**src/rtl/trace_fifo_sequencer.sv**
```systemverilog
// Trace FIFO sequencer: reads sniffed trace entries one at a time, folds TIME
// entries into a timestamp accumulator and emits reassembled match events.
module trace_fifo_sequencer #(
    parameter int pDATA_W = 32,
    parameter int pRULE_W = 8,
    parameter int pCNT_W  = 16
) (
    input  logic               trace_clk,
    input  logic               resetn,
    input  logic               enable,
    input  logic               flush,
    input  logic               fifo_empty,
    output logic               fifo_rd,
    input  logic [pDATA_W-1:0] fifo_dout,
    output logic               ev_valid,
    input  logic               ev_ready,
    output logic [pRULE_W-1:0] ev_rule,
    output logic [pDATA_W-1:0] ev_time,
    output logic               ev_long,
    output logic [pCNT_W-1:0]  event_count,
    output logic [pCNT_W-1:0]  stat_count,
    output logic               err_bad_cmd
);

    typedef enum logic [1:0] {
        S_IDLE,
        S_WAIT,
        S_OUT
    } state_t;

    state_t               state_q, state_d;
    logic [pDATA_W-1:0]   time_acc_q, time_acc_d;
    logic                 long_seen_q, long_seen_d;
    logic                 ev_valid_q, ev_valid_d;
    logic [pRULE_W-1:0]   ev_rule_q, ev_rule_d;
    logic [pDATA_W-1:0]   ev_time_q, ev_time_d;
    logic                 ev_long_q, ev_long_d;
    logic [pCNT_W-1:0]    event_count_q, event_count_d;
    logic [pCNT_W-1:0]    stat_count_q, stat_count_d;
    logic                 err_bad_cmd_q, err_bad_cmd_d;

    logic [1:0]           cmd;
    logic [pRULE_W-1:0]   rule;
    logic [pDATA_W-1:0]   short_time;
    logic [pDATA_W-1:0]   full_time;

    assign cmd        = fifo_dout[1:0];
    assign rule       = fifo_dout[8 +: pRULE_W];
    assign short_time = {{(pDATA_W-6){1'b0}}, fifo_dout[7:2]};
    assign full_time  = {2'b00, fifo_dout[pDATA_W-1:2]};

    always_comb begin
        state_d       = state_q;
        time_acc_d    = time_acc_q;
        long_seen_d   = long_seen_q;
        ev_valid_d    = ev_valid_q;
        ev_rule_d     = ev_rule_q;
        ev_time_d     = ev_time_q;
        ev_long_d     = ev_long_q;
        event_count_d = event_count_q;
        stat_count_d  = stat_count_q;
        err_bad_cmd_d = err_bad_cmd_q;
        fifo_rd       = 1'b0;

        // Flush wins over everything, including the decode of an entry in WAIT.
        if (flush) begin
            state_d     = S_IDLE;
            ev_valid_d  = 1'b0;
            time_acc_d  = '0;
            long_seen_d = 1'b0;
        end else begin
            case (state_q)
                S_IDLE: begin
                    if (enable && !fifo_empty) begin
                        fifo_rd = 1'b1;
                        state_d = S_WAIT;
                    end
                end
                S_WAIT: begin
                    state_d = S_IDLE;
                    case (cmd)
                        2'b00: begin
                            ev_time_d   = time_acc_q + short_time;
                            ev_rule_d   = rule;
                            ev_long_d   = long_seen_q;
                            ev_valid_d  = 1'b1;
                            time_acc_d  = '0;
                            long_seen_d = 1'b0;
                            state_d     = S_OUT;
                        end
                        2'b01: begin
                            time_acc_d  = full_time;
                            long_seen_d = 1'b1;
                        end
                        2'b10: begin
                            if (stat_count_q != '1) stat_count_d = stat_count_q + 1'b1;
                        end
                        default: err_bad_cmd_d = 1'b1;
                    endcase
                end
                S_OUT: begin
                    if (ev_ready) begin
                        ev_valid_d = 1'b0;
                        state_d    = S_IDLE;
                        if (event_count_q != '1) event_count_d = event_count_q + 1'b1;
                    end
                end
                default: state_d = S_IDLE;
            endcase
        end
    end

    always_ff @(posedge trace_clk or negedge resetn) begin
        if (!resetn) begin
            state_q       <= S_IDLE;
            time_acc_q    <= '0;
            long_seen_q   <= 1'b0;
            ev_valid_q    <= 1'b0;
            ev_rule_q     <= '0;
            ev_time_q     <= '0;
            ev_long_q     <= 1'b0;
            event_count_q <= '0;
            stat_count_q  <= '0;
            err_bad_cmd_q <= 1'b0;
        end else begin
            state_q       <= state_d;
            time_acc_q    <= time_acc_d;
            long_seen_q   <= long_seen_d;
            ev_valid_q    <= ev_valid_d;
            ev_rule_q     <= ev_rule_d;
            ev_time_q     <= ev_time_d;
            ev_long_q     <= ev_long_d;
            event_count_q <= event_count_d;
            stat_count_q  <= stat_count_d;
            err_bad_cmd_q <= err_bad_cmd_d;
        end
    end

    assign ev_valid    = ev_valid_q;
    assign ev_rule     = ev_rule_q;
    assign ev_time     = ev_time_q;
    assign ev_long     = ev_long_q;
    assign event_count = event_count_q;
    assign stat_count  = stat_count_q;
    assign err_bad_cmd = err_bad_cmd_q;

endmodule

```
**config.mk**
```make
export PLATFORM = sky130hd
export DESIGN_NAME = trace_fifo_sequencer
export DESIGN_NICKNAME = d
export VERILOG_FILES = /design/src/rtl/trace_fifo_sequencer.sv
export SDC_FILE = /design/constraint.sdc
export NUM_CORES = 1
export LEC_CHECK = 0
export CAP_MARGIN = 25
export CORE_ASPECT_RATIO = 0.75
export CORE_UTILIZATION = 45
export DETAILED_ROUTE_END_ITERATION = 12
export PLACE_DENSITY = 0.81
export SLEW_MARGIN = 20
export SYNTH_ARGS = -nofsm -noshare
export SYNTH_HDL_FRONTEND = slang
export SYNTH_SLANG_ARGS = --single-unit
```
**constraint.sdc**
```tcl
create_clock -name trace_clk -period 2.9 [get_ports trace_clk]
set_clock_uncertainty 0.05 [all_clocks]
set_input_delay 0.29 -clock trace_clk [delete_from_list [all_inputs] [get_ports trace_clk]]
set_output_delay 0.29 -clock trace_clk [all_outputs]
set_load 0.01 [all_outputs]
```
* Word-level counts from Yosys, hierarchy flattened
Index checks and enable logic that the tools add are counted.
Storage, ports and cells: register bits after elaboration 110, logic and storage cells 57, output and inout bits 76, input bits 38
Cells by class: bitwise gates (word level) 2, mux-type cells 18, eq/ne operators 9, add/sub/neg operators 3, reduce and logical (&&, ||, !) cells 15
Operators by type and width (number):
- two-way mux 32 bit | 2
- case mux 32 bit (2 select lines) | 1
- adder 16 x 1 -> 16 bit, second input constant | 2
- adder 32 x 6 -> 32 bit | 1
- inequality test 16 bit, second input constant | 2
- AND reduction 3 bit | 3
- two-way mux 1 bit | 8
- two-way mux 2 bit | 4
- AND reduction 4 bit | 2
- inequality test 3 bit, second input constant | 2
- case mux 2 bit (3 select lines) | 1
- nonzero test 3 bit | 2
- == test 2 x 1 -> 1 bit, second input constant | 2
- == test 2 bit, second input constant | 2
- zero test 2 bit | 2
- case mux 1 bit (2 select lines) | 2
- AND reduction 2 bit | 2
- inequality test 3 x 2 -> 1 bit, second input constant | 1
- OR reduction 3 bit | 1
- NOT 1 bit | 2
- nonzero test 2 bit | 1
- logical AND 1 bit | 1
- zero test 1 bit | 1

* Longest topological paths before layout
Gate-level depths: netlist (run 1).
word-level depth 5, depth in mapped cells 8

* Worst setup path before layout (run 1)
Ideal clock, no wire load.
path type flip-flop to flip-flop, start register time_acc_q[0], end register ev_time_q[28] (netlist: ev_time[28]), slack 0.781 ns, cell stages (with the launch flop) 9, data arrival time 1.937 ns, path buffers 0, path through dfrtp_1 -> ha_1 -> fa_1 -> a21o_1 -> a31oi_1 -> nor2_1 -> nand3_1 -> xor2_1 -> o21ai_1
Between the ends: word-level cells in the longest chain between the ends 1
RTL lines:
- start: declaration | RTL line 32 | logic [pDATA_W-1:0] time_acc_q, time_acc_d;
- start signal: assignment | RTL line 127 | time_acc_q <= time_acc_d;
- adder 32 x 6 -> 32 bit | RTL line 83 | ev_time_d = time_acc_q + short_time;
- end signal: assignment | RTL line 131 | ev_time_q <= ev_time_d;
- end: declaration | RTL line 36 | logic [pDATA_W-1:0] ev_time_q, ev_time_d;
No other way between the ends. A chain may end at the register's enable or synchronous reset.

* Final worst setup path (run 1)
start input port fifo_dout[6], end register ev_time_q[25] (netlist: ev_time[25])
Between the ends: word-level cells in the longest chain between the ends 1
RTL lines:
- start: declaration | RTL line 14 | input logic [pDATA_W-1:0] fifo_dout,
- adder 32 x 6 -> 32 bit | RTL line 83
No other way between the ends.

==> impl_results.rst, run 1 <==
.. list-table::
   :header-rows: 1

   * - Metric
     - Value
   * - Number of antenna violations at the first check in global routing
     - 0
   * - Standard cell area after detailed placement
     - 6140 sq um
   * - Post-route antenna net violation count
     - 0
   * - Type of the tightest min-delay check
     - reg2reg
   * - Number of maximum-capacitance violations
     - 0
   * - Number of antenna diodes
     - 0
   * - Critical Path Start
     - fifo_dout[6]
   * - TritonCTS clock tree
     - done
   * - Top cells by area in the synthesized netlist
     - dfrtp_1 (55%), a22o_1 (5.4%), xor2_1 (4.9%)
   * - Endpoint type of the worst setup path
     - register
   * - Latest clock arrival within the worst-skew pair
     - 0.34 ns
   * - Cell count after synthesis
     - 434
   * - Slack of the worst reg-to-reg path
     - 0.55 ns
   * - Instance count along the most critical hold path
     - 2
   * - Hold path startpoint
     - ev_time[14]
   * - Layout net count
     - 596
   * - Max-slew violations
     - 0
   * - Total power consumption of the routed design
     - 0.00308 W
   * - Worst setup path end
     - ev_time[25]
   * - Number of storage elements in the synthesis netlist
     - 107
   * - DR DRC count
     - 0
   * - GRT Resource Usage Total
     - 0.208
   * - Maximum number of pins on one net before global-route repair
     - 57
   * - Placer's final routability congestion estimate
     - 0.830
   * - Synth Net Count
     - 481
   * - Synthesized area
     - 4840 sq um
   * - Via count of the first global-routing pass
     - 3592
   * - Initial DRT Pass Iterations
     - 4
   * - Deepest clock path buffer count
     - 2
   * - Final core utilization
     - 0.619
   * - Synth-to-layout area growth
     - 32.7%
   * - Yosys Warn Count
     - 0
   * - Area enclosed by the die boundary
     - 11200 sq um
   * - Required time of the critical path
     - 3.10 ns
   * - Chip height
     - 91.8 um
   * - Final-layout setup total negative slack
     - 0 ns
   * - Total power divided by cell area
     - 480 nW/um^2
   * - Run status
     - complete, no violations
   * - Final worst-path cycle share
     - 0.812
   * - First-pass GRT wire length
     - 18100 um
   * - Fmax
     - 0.425 GHz
   * - WS Path Type
     - in2reg
   * - Number of setup violations in the final report
     - 0
   * - Slew margin rel.
     - 0.446
   * - Total Wirelength
     - 10800 um
   * - Stage delay of the slowest cell on the critical path
     - 0.64 ns
   * - Post-route insts no fill
     - 688
   * - Half-perimeter wire length after placement
     - 7840 um
   * - Number of hold violations in the final report
     - 0
   * - Root Buffer
     - clkbuf_16
   * - Number of instances in the placed design
     - 673
   * - Worst supply voltage drop on vdd
     - 0.308 mV
   * - Highest-count cells in the layout ignoring fill and taps
     - clkdlybuf4s50_1 (111), dfrtp_1 (107), nand2_1 (59)
   * - Number of gates given a new drive strength after cts
     - 0
   * - Actual slew at the worst max-slew pin
     - 0.828 ns
   * - Number of vias after detailed routing
     - 3678
   * - Netlist cell types
     - 45
   * - Floorplan core area
     - 10400 sq um
   * - Deepest level of the CTS H-tree
     - 3
   * - Effective utilization at floorplan
     - 0.467
   * - Number of enable-type register cells in the synthesized netlist
     - 0
   * - Crit start category
     - input port
   * - Remaining global-route overflow
     - 0
   * - Final worst path period need
     - 2.35 ns
   * - Setup repair after global routing missed its margin
     - false
   * - Number of cell rows
     - 32
   * - Data arrival time of the critical path
     - 2.56 ns
   * - Area fraction of the dominant cell type after synthesis
     - 0.553
   * - Synth async-reset ratio
     - 1.00
   * - Lkg Pwr
     - 2.85 nW
   * - Inserted Clock Buffers
     - 9
   * - R2R cell count
     - 7
   * - Count of buffers from port buffering
     - 112
   * - Via count normalized by instance count
     - 5.35
   * - Horizontal extent of the die
     - 122 um
   * - Initial DRC count
     - 196
   * - Number of sinks on the clock net
     - 107
   * - Startpoint of the most critical register-to-register path
     - time_acc_q[4]
   * - Critical Path, Cell by Cell
     - clkdlybuf4s50_1, ha_1, o211a_1, a21oi_1, nor2_1, nand3_1, xor2_1, o21ai_0
   * - CP Max Fanout
     - 11
   * - Count of boundary I/O pins
     - 114
   * - Prevailing post-synth register cell
     - dfrtp_1
   * - Capture point of the worst reg-to-reg path
     - ev_time[25]
   * - Average footprint of a synthesized cell
     - 11.1 sq um
   * - Share of post-route cells with drive strength above 1
     - 0.0761
   * - Sequential area share after synthesis
     - 0.553
   * - Drt wl/cell
     - 15.7 um
   * - Library cell with the largest summed area after synthesis
     - dfrtp_1
   * - Most frequent standard cell in the layout excluding fill and tap cells
     - clkdlybuf4s50_1
   * - Final standard cell area without fillers
     - 6420 sq um
   * - # fillers
     - 817
   * - Clock transition at the registers of the reported paths
     - 0.07 ns
   * - Slowest cell on crit path
     - nor2_1
==> worst max-delay path: cells and delay by family <==
kind | cells | cell delay (ns)
xor gates and xnor gates | 1 | 0.19
AOI/OAI and AO/OA | 3 | 0.44
adders and majority gates | 1 | 0.40
and+or+nand+nor | 2 | 0.81
buffers and inverters | 1 | 0.42
==> sequential cells by signal (all words and copies together) (netlist names) <==
register     cells
err_bad_cmd      1
ev_valid         1
time_acc_q      30
state_q          2
ev_rule          8
long_seen_q      1
ev_long          1
stat_count      16
ev_time         31
event_count     16
==> metal layers <==
| layer | vias to the layer above | part of all wire | wire, um | global-route usage |
|---|---|---|---|---|
| li1 | 1774 | - | - | - |
| met1 | 1798 | 0.48 | 5190 | 0.303 |
| met2 | 92 | 0.45 | 4870 | 0.298 |
| met3 | 14 | 0.050 | 538 | 0.0560 |
| met4 | 0 | 0.016 | 176 | 0.0710 |
| met5 | - | 0 | 0 | 0 |
==> cells by family (layout without fill, tap and decap cells) <==
logic type | Yosys count | count (layout) | share of synthesized area
buf+inv | 20 | 138 | 0.0184
xor+xnor | 51 | 51 | 0.0923
flops | 107 | 107 | 0.553
other cells | 1 | 1 | 0.000775
compound gates | 92 | 92 | 0.128
fa+ha+maj | 9 | 9 | 0.0248
simple gates | 140 | 140 | 0.149
mux | 14 | 14 | 0.0326
==> final cells by class <==
type,count,area [sq um],area share
inverters,3,11.3,0.00175
clock buffers,12,256,0.0399
multi-input cells,307,2080,0.324
repair buffers,121,1210,0.189
flip-flops and latches,107,2680,0.417
well taps,136,170,0.0265
clock inverters,2,12.5,0.00195
==> what timing repair did <==
action / CTS / global route
setup endpoints to repair: 0 / 0
hold endpoints to repair: 51 / 0
hold buffers: 1 / 0
buffers inserted: 0 / 0
==> power by group <==
group / switching [W] / internal (W)
registers: 0.0000474 / 0.00156
clock network: 0.000510 / 0.000619
logic: 0.000150 / 0.000202
==> metrics by stage <==
| stage | hold slack [ns] | worst slack, ns |
|---|---|---|
| 2_1_floorplan | -0.0556 | 0.781 |
| 3_3_place_gp | 0.318 | 0.311 |
| 3_5_place_dp | 0.323 | 0.218 |
| 4_1_cts | 0.439 | 0.571 |
| 5_1_grt | 0.454 | 0.398 |
| 6_report | 0.435 | 0.546 |
==> cells in the mapped netlist (all sizes together), types with 4 or more instances <==
cell type,number
dfrtp,107
nand2,60
o21ai,32
a22o,30
xor2,27
xnor2,24
nor2,18
nand3,17
mux2,14
a21oi,13
and3,13
clkbuf,13
nand4,12
and4,8
ha,8
a31oi,4
buf,4
==> worst min path at each step <==
stage | to | slack, ns
after floorplan | err_bad_cmd | -0.06
after global placement | time_acc_q[0] | 0.32
after detailed placement | ev_time[0] | 0.32
after CTS | ev_time[14] | 0.44
after global routing | ev_time[30] | 0.45
final | ev_time[14] | 0.43
No activity file was read; power rests on OpenSTA's default activity.
==> run 2: changes to the inputs <==
==> constraint.sdc (replaced) <==
create_clock -name trace_clk -period 2.4 [get_ports trace_clk]
set_clock_uncertainty 0.05 [all_clocks]
set_input_delay 0.24 -clock trace_clk [delete_from_list [all_inputs] [get_ports trace_clk]]
set_output_delay 0.24 -clock trace_clk [all_outputs]
set_load 0.01 [all_outputs]
==> run 2 against run 1 <==
Against the previous run: worst hold slack got worse by 0.12 ns; clock power rose by 42%; global-route usage up 0.35 points; routed wire length increased by 2.7%; sequential power up 21%; combinational power is 25% higher; non-clock buffer count rose by 10; clock-buffer cell count down 1; via count rose by 2.3%; cell count grew 1.7%; design area increased by 2.3%; critical path type is now reg2reg; die area unchanged; highest routed layer unchanged.
==> impl_results.rst, run 2 (synthesized netlist as in run 1, its figures left out) <==
.. list-table::
   :header-rows: 1

   * - Metric
     - Value
   * - Proportion of power drawn by the clock network
     - 0.402 (was 0.366)
   * - Area enclosed by the die boundary
     - 11200 sq um (unchanged)
   * - Capture point of the worst reg-to-reg path
     - ev_time[24] (was ev_time[25])
   * - R2R cell count
     - 9 (was 7)
   * - Number of vias after detailed routing
     - 3762 (was 3678)
   * - Stage delay of the slowest cell on the critical path
     - 0.40 ns (was 0.64 ns)
   * - Most frequent standard cell in the layout excluding fill and tap cells
     - clkdlybuf4s50_1 (unchanged)
   * - Number of buffers and inverters on the critical path
     - 1 (unchanged)
   * - TritonCTS clock tree
     - done (unchanged)
   * - Max-slew violations
     - 0 (unchanged)
   * - Deepest clock path buffer count
     - 2 (unchanged)
   * - Slowest cell on crit path
     - dfrtp_1 (was nor2_1)
   * - Via count of the first global-routing pass
     - 3629 (was 3592)
   * - Lkg Pwr
     - 2.93 nW (was 2.85 nW)
   * - Drt wl/cell
     - 15.8 um (was 15.7 um)
   * - Number of antenna diodes
     - 0 (unchanged)
   * - Standard cell area after detailed placement
     - 6230 sq um (was 6140 sq um)
   * - Post-route antenna net violation count
     - 0 (unchanged)
   * - Number of hold violations in the final report
     - 0 (unchanged)
   * - DR DRC count
     - 0 (unchanged)
   * - GRT Resource Usage Total
     - 0.212 (was 0.208)
   * - Run status
     - complete, no violations (unchanged)
   * - Crit start category
     - register (was input port)
   * - Count of boundary I/O pins
     - 114 (unchanged)
   * - Inserted Clock Buffers
     - 9 (unchanged)
   * - Setup repair after global routing missed its margin
     - false (unchanged)
   * - Final standard cell area without fillers
     - 6570 sq um (was 6420 sq um)
   * - Sw frac
     - 0.225 (was 0.229)
   * - Count of buffers from port buffering
     - 112 (unchanged)
   * - Clock transition at the registers of the reported paths
     - 0.07 ns (about the same)
   * - Number of cell rows
     - 32 (unchanged)
   * - Fmax
     - 0.447 GHz
   * - Root Buffer
     - clkbuf_16 (unchanged)
   * - Number of antenna violations at the first check in global routing
     - 0 (unchanged)
   * - Remaining global-route overflow
     - 0 (unchanged)
   * - Required time of the critical path
     - 2.57 ns (was 3.10 ns)
   * - CP Max Fanout
     - 5 (was 11)
   * - Final worst-path cycle share
     - 0.933
   * - Actual slew at the worst max-slew pin
     - 0.536 ns (was 0.828 ns)
   * - Flip-flop count of the largest register after layout
     - 31 (unchanged)
   * - Floorplan core area
     - 10400 sq um (unchanged)
   * - Deepest level of the CTS H-tree
     - 3 (unchanged)
   * - Startpoint of the most critical register-to-register path
     - time_acc_q[0] (was time_acc_q[4])
   * - Horizontal extent of the die
     - 122 um (unchanged)
   * - Endpoint type of the worst setup path
     - register (unchanged)
   * - First-pass GRT wire length
     - 18300 um (was 18100 um)
   * - Initial DRT Pass Iterations
     - 4 (unchanged)
   * - Placer's final routability congestion estimate
     - 0.830 (about the same)
   * - Number of setup violations in the final report
     - 0 (unchanged)
   * - Synth-to-layout area growth
     - 35.8% (was 32.7%)
   * - Initial DRC count
     - 205 (was 196)
   * - Number of maximum-capacitance violations
     - 0 (unchanged)
   * - Slew margin rel.
     - 0.642 (was 0.446)
   * - Data arrival time of the critical path
     - 2.41 ns (was 2.56 ns)
   * - Total Wirelength
     - 11100 um (was 10800 um)
   * - Critical Path, Cell by Cell
     - ha_1, fa_1, a21o_1, a31oi_1, buf_4, nor3b_4, nand4_1, xor2_1, o21ai_1 (was clkdlybuf4s50_1, ha_1, o211a_1, a21oi_1, nor2_1, nand3_1, xor2_1, o21ai_0)
   * - Effective utilization at floorplan
     - 0.467 (unchanged)
   * - Internal power
     - 0.00308 W (was 0.00238 W)
   * - Chip height
     - 91.8 um (unchanged)
   * - Type of the tightest min-delay check
     - in2async (was reg2reg)
   * - Fraction of power consumed by sequential logic
     - 0.487 (was 0.520)
   * - Worst slack at placement
     - -0.228 ns (was 0.218 ns)
   * - Final core utilization
     - 0.634 (was 0.619)
   * - Final-layout setup total negative slack
     - 0 ns (unchanged)
   * - # fillers
     - 858 (was 817)
   * - Slack of the worst reg-to-reg path
     - 0.16 ns (was 0.55 ns)
   * - Latest clock arrival within the worst-skew pair
     - 0.34 ns (about the same)
   * - WS Path Type
     - reg2reg (was in2reg)
   * - Number of sinks on the clock net
     - 107 (unchanged)
   * - Largest delay contributor family on the critical path
     - adder cells (was simple AND/OR/NAND/NOR gates)
   * - Worst setup margin
     - 0.162 ns (was 0.546 ns)
   * - Worst supply voltage drop on vdd
     - 0.576 mV (was 0.308 mV)
   * - Maximum number of pins on one net before global-route repair
     - 70 (was 57)
   * - Layout net count
     - 606 (was 596)
   * - Share of post-route cells with drive strength above 1
     - 0.0975 (was 0.0761)
   * - Total power divided by cell area
     - 605 nW/um^2 (was 480 nW/um^2)
   * - Highest-count cells in the layout ignoring fill and taps
     - clkdlybuf4s50_1 (111), dfrtp_1 (107), nand2_1 (59) (unchanged)
   * - Final worst path period need
     - 2.24 ns
   * - Half-perimeter wire length after placement
     - 7960 um (was 7840 um)
   * - Relative contribution of combinational cells to total power
     - 0.111 (was 0.114)
   * - Via count normalized by instance count
     - 5.37 (was 5.35)
   * - Switching Power
     - 0.000896 W (was 0.000707 W)
[run 2: worst max path at each step]
stage | start | cells past startpoint | end | slack, ns
floorplan | time_acc_q[0] | 8 | ev_time[28] | 0.28
global placement | fifo_dout[3] | 8 | ev_time[23] | -0.09
detailed placement | fifo_dout[2] | 9 | ev_time[25] | -0.23
CTS | fifo_dout[2] | 9 | ev_time[25] | 0.09
global route | time_acc_q[0] | 9 | ev_time[24] | 0.01
finish | time_acc_q[0] | 9 | ev_time[24] | 0.16
[run 2: power groups by stage]
stage               Combinational (W)  Clock, W  Sequential [W]
detailed placement           0.000442         0         0.00197
CTS                          0.000446   0.00162         0.00194
global route                 0.000479   0.00171         0.00195
global placement             0.000430         0         0.00197
finish                       0.000440   0.00160         0.00194
floorplan                    0.000110         0         0.00200
[run 2: what timing repair did]
action,4_1_cts,5_1_grt
endpoints found under the setup margin,0,6
setup buffers,0,0
endpoints found under the hold margin,25,0
hold buffers,1,0
gates resized for setup,0,1
[run 2: through the flow]
step / hold slack, ns / std cells / total power (W)
2_1_floorplan: -0.106 / 434 / 0.00211
3_3_place_gp: 0.137 / 683 / 0.00240
3_5_place_dp: 0.134 / 683 / 0.00241
4_1_cts: 0.322 / 700 / 0.00401
5_1_grt: 0.331 / 700 / 0.00414
6_report: 0.311 / 700 / 0.00398
[run 2: metal layers]
| metal | up-vias | global-route usage | share of wire |
|---|---|---|---|
| li1 | 1794 | - | - |
| met1 | 1849 | 0.294 | 0.47 |
| met2 | 104 | 0.329 | 0.46 |
| met3 | 15 | 0.0473 | 0.049 |
| met4 | 0 | 0.0669 | 0.018 |
| met5 | - | 0 | 0 |
[run 2: area by class of cell]
class / count / area (sq um) / area share
Clock buffer: 11 / 243 / 0.0369
Timing Repair Buffer: 131 / 1300 / 0.198
Tap cell: 136 / 170 / 0.0259
Inverter: 3 / 11.3 / 0.00171
Clock inverter: 5 / 86.3 / 0.0131
Multi-Input combinational cell: 307 / 2080 / 0.317
Sequential cell: 107 / 2680 / 0.407
==> run 3: changes to the inputs <==
--- a/config.mk
+++ b/config.mk
@@ -10,7 +10,7 @@
 export CORE_UTILIZATION = 45
 export DETAILED_ROUTE_END_ITERATION = 12
 export PLACE_DENSITY = 0.81
-export SLEW_MARGIN = 20
+export SLEW_MARGIN = 40
 export SYNTH_ARGS = -nofsm -noshare
 export SYNTH_HDL_FRONTEND = slang
 export SYNTH_SLANG_ARGS = --single-unit
==> results of run 3 <==
No change in the layout: final DEF, timing and power equal those of run 2.
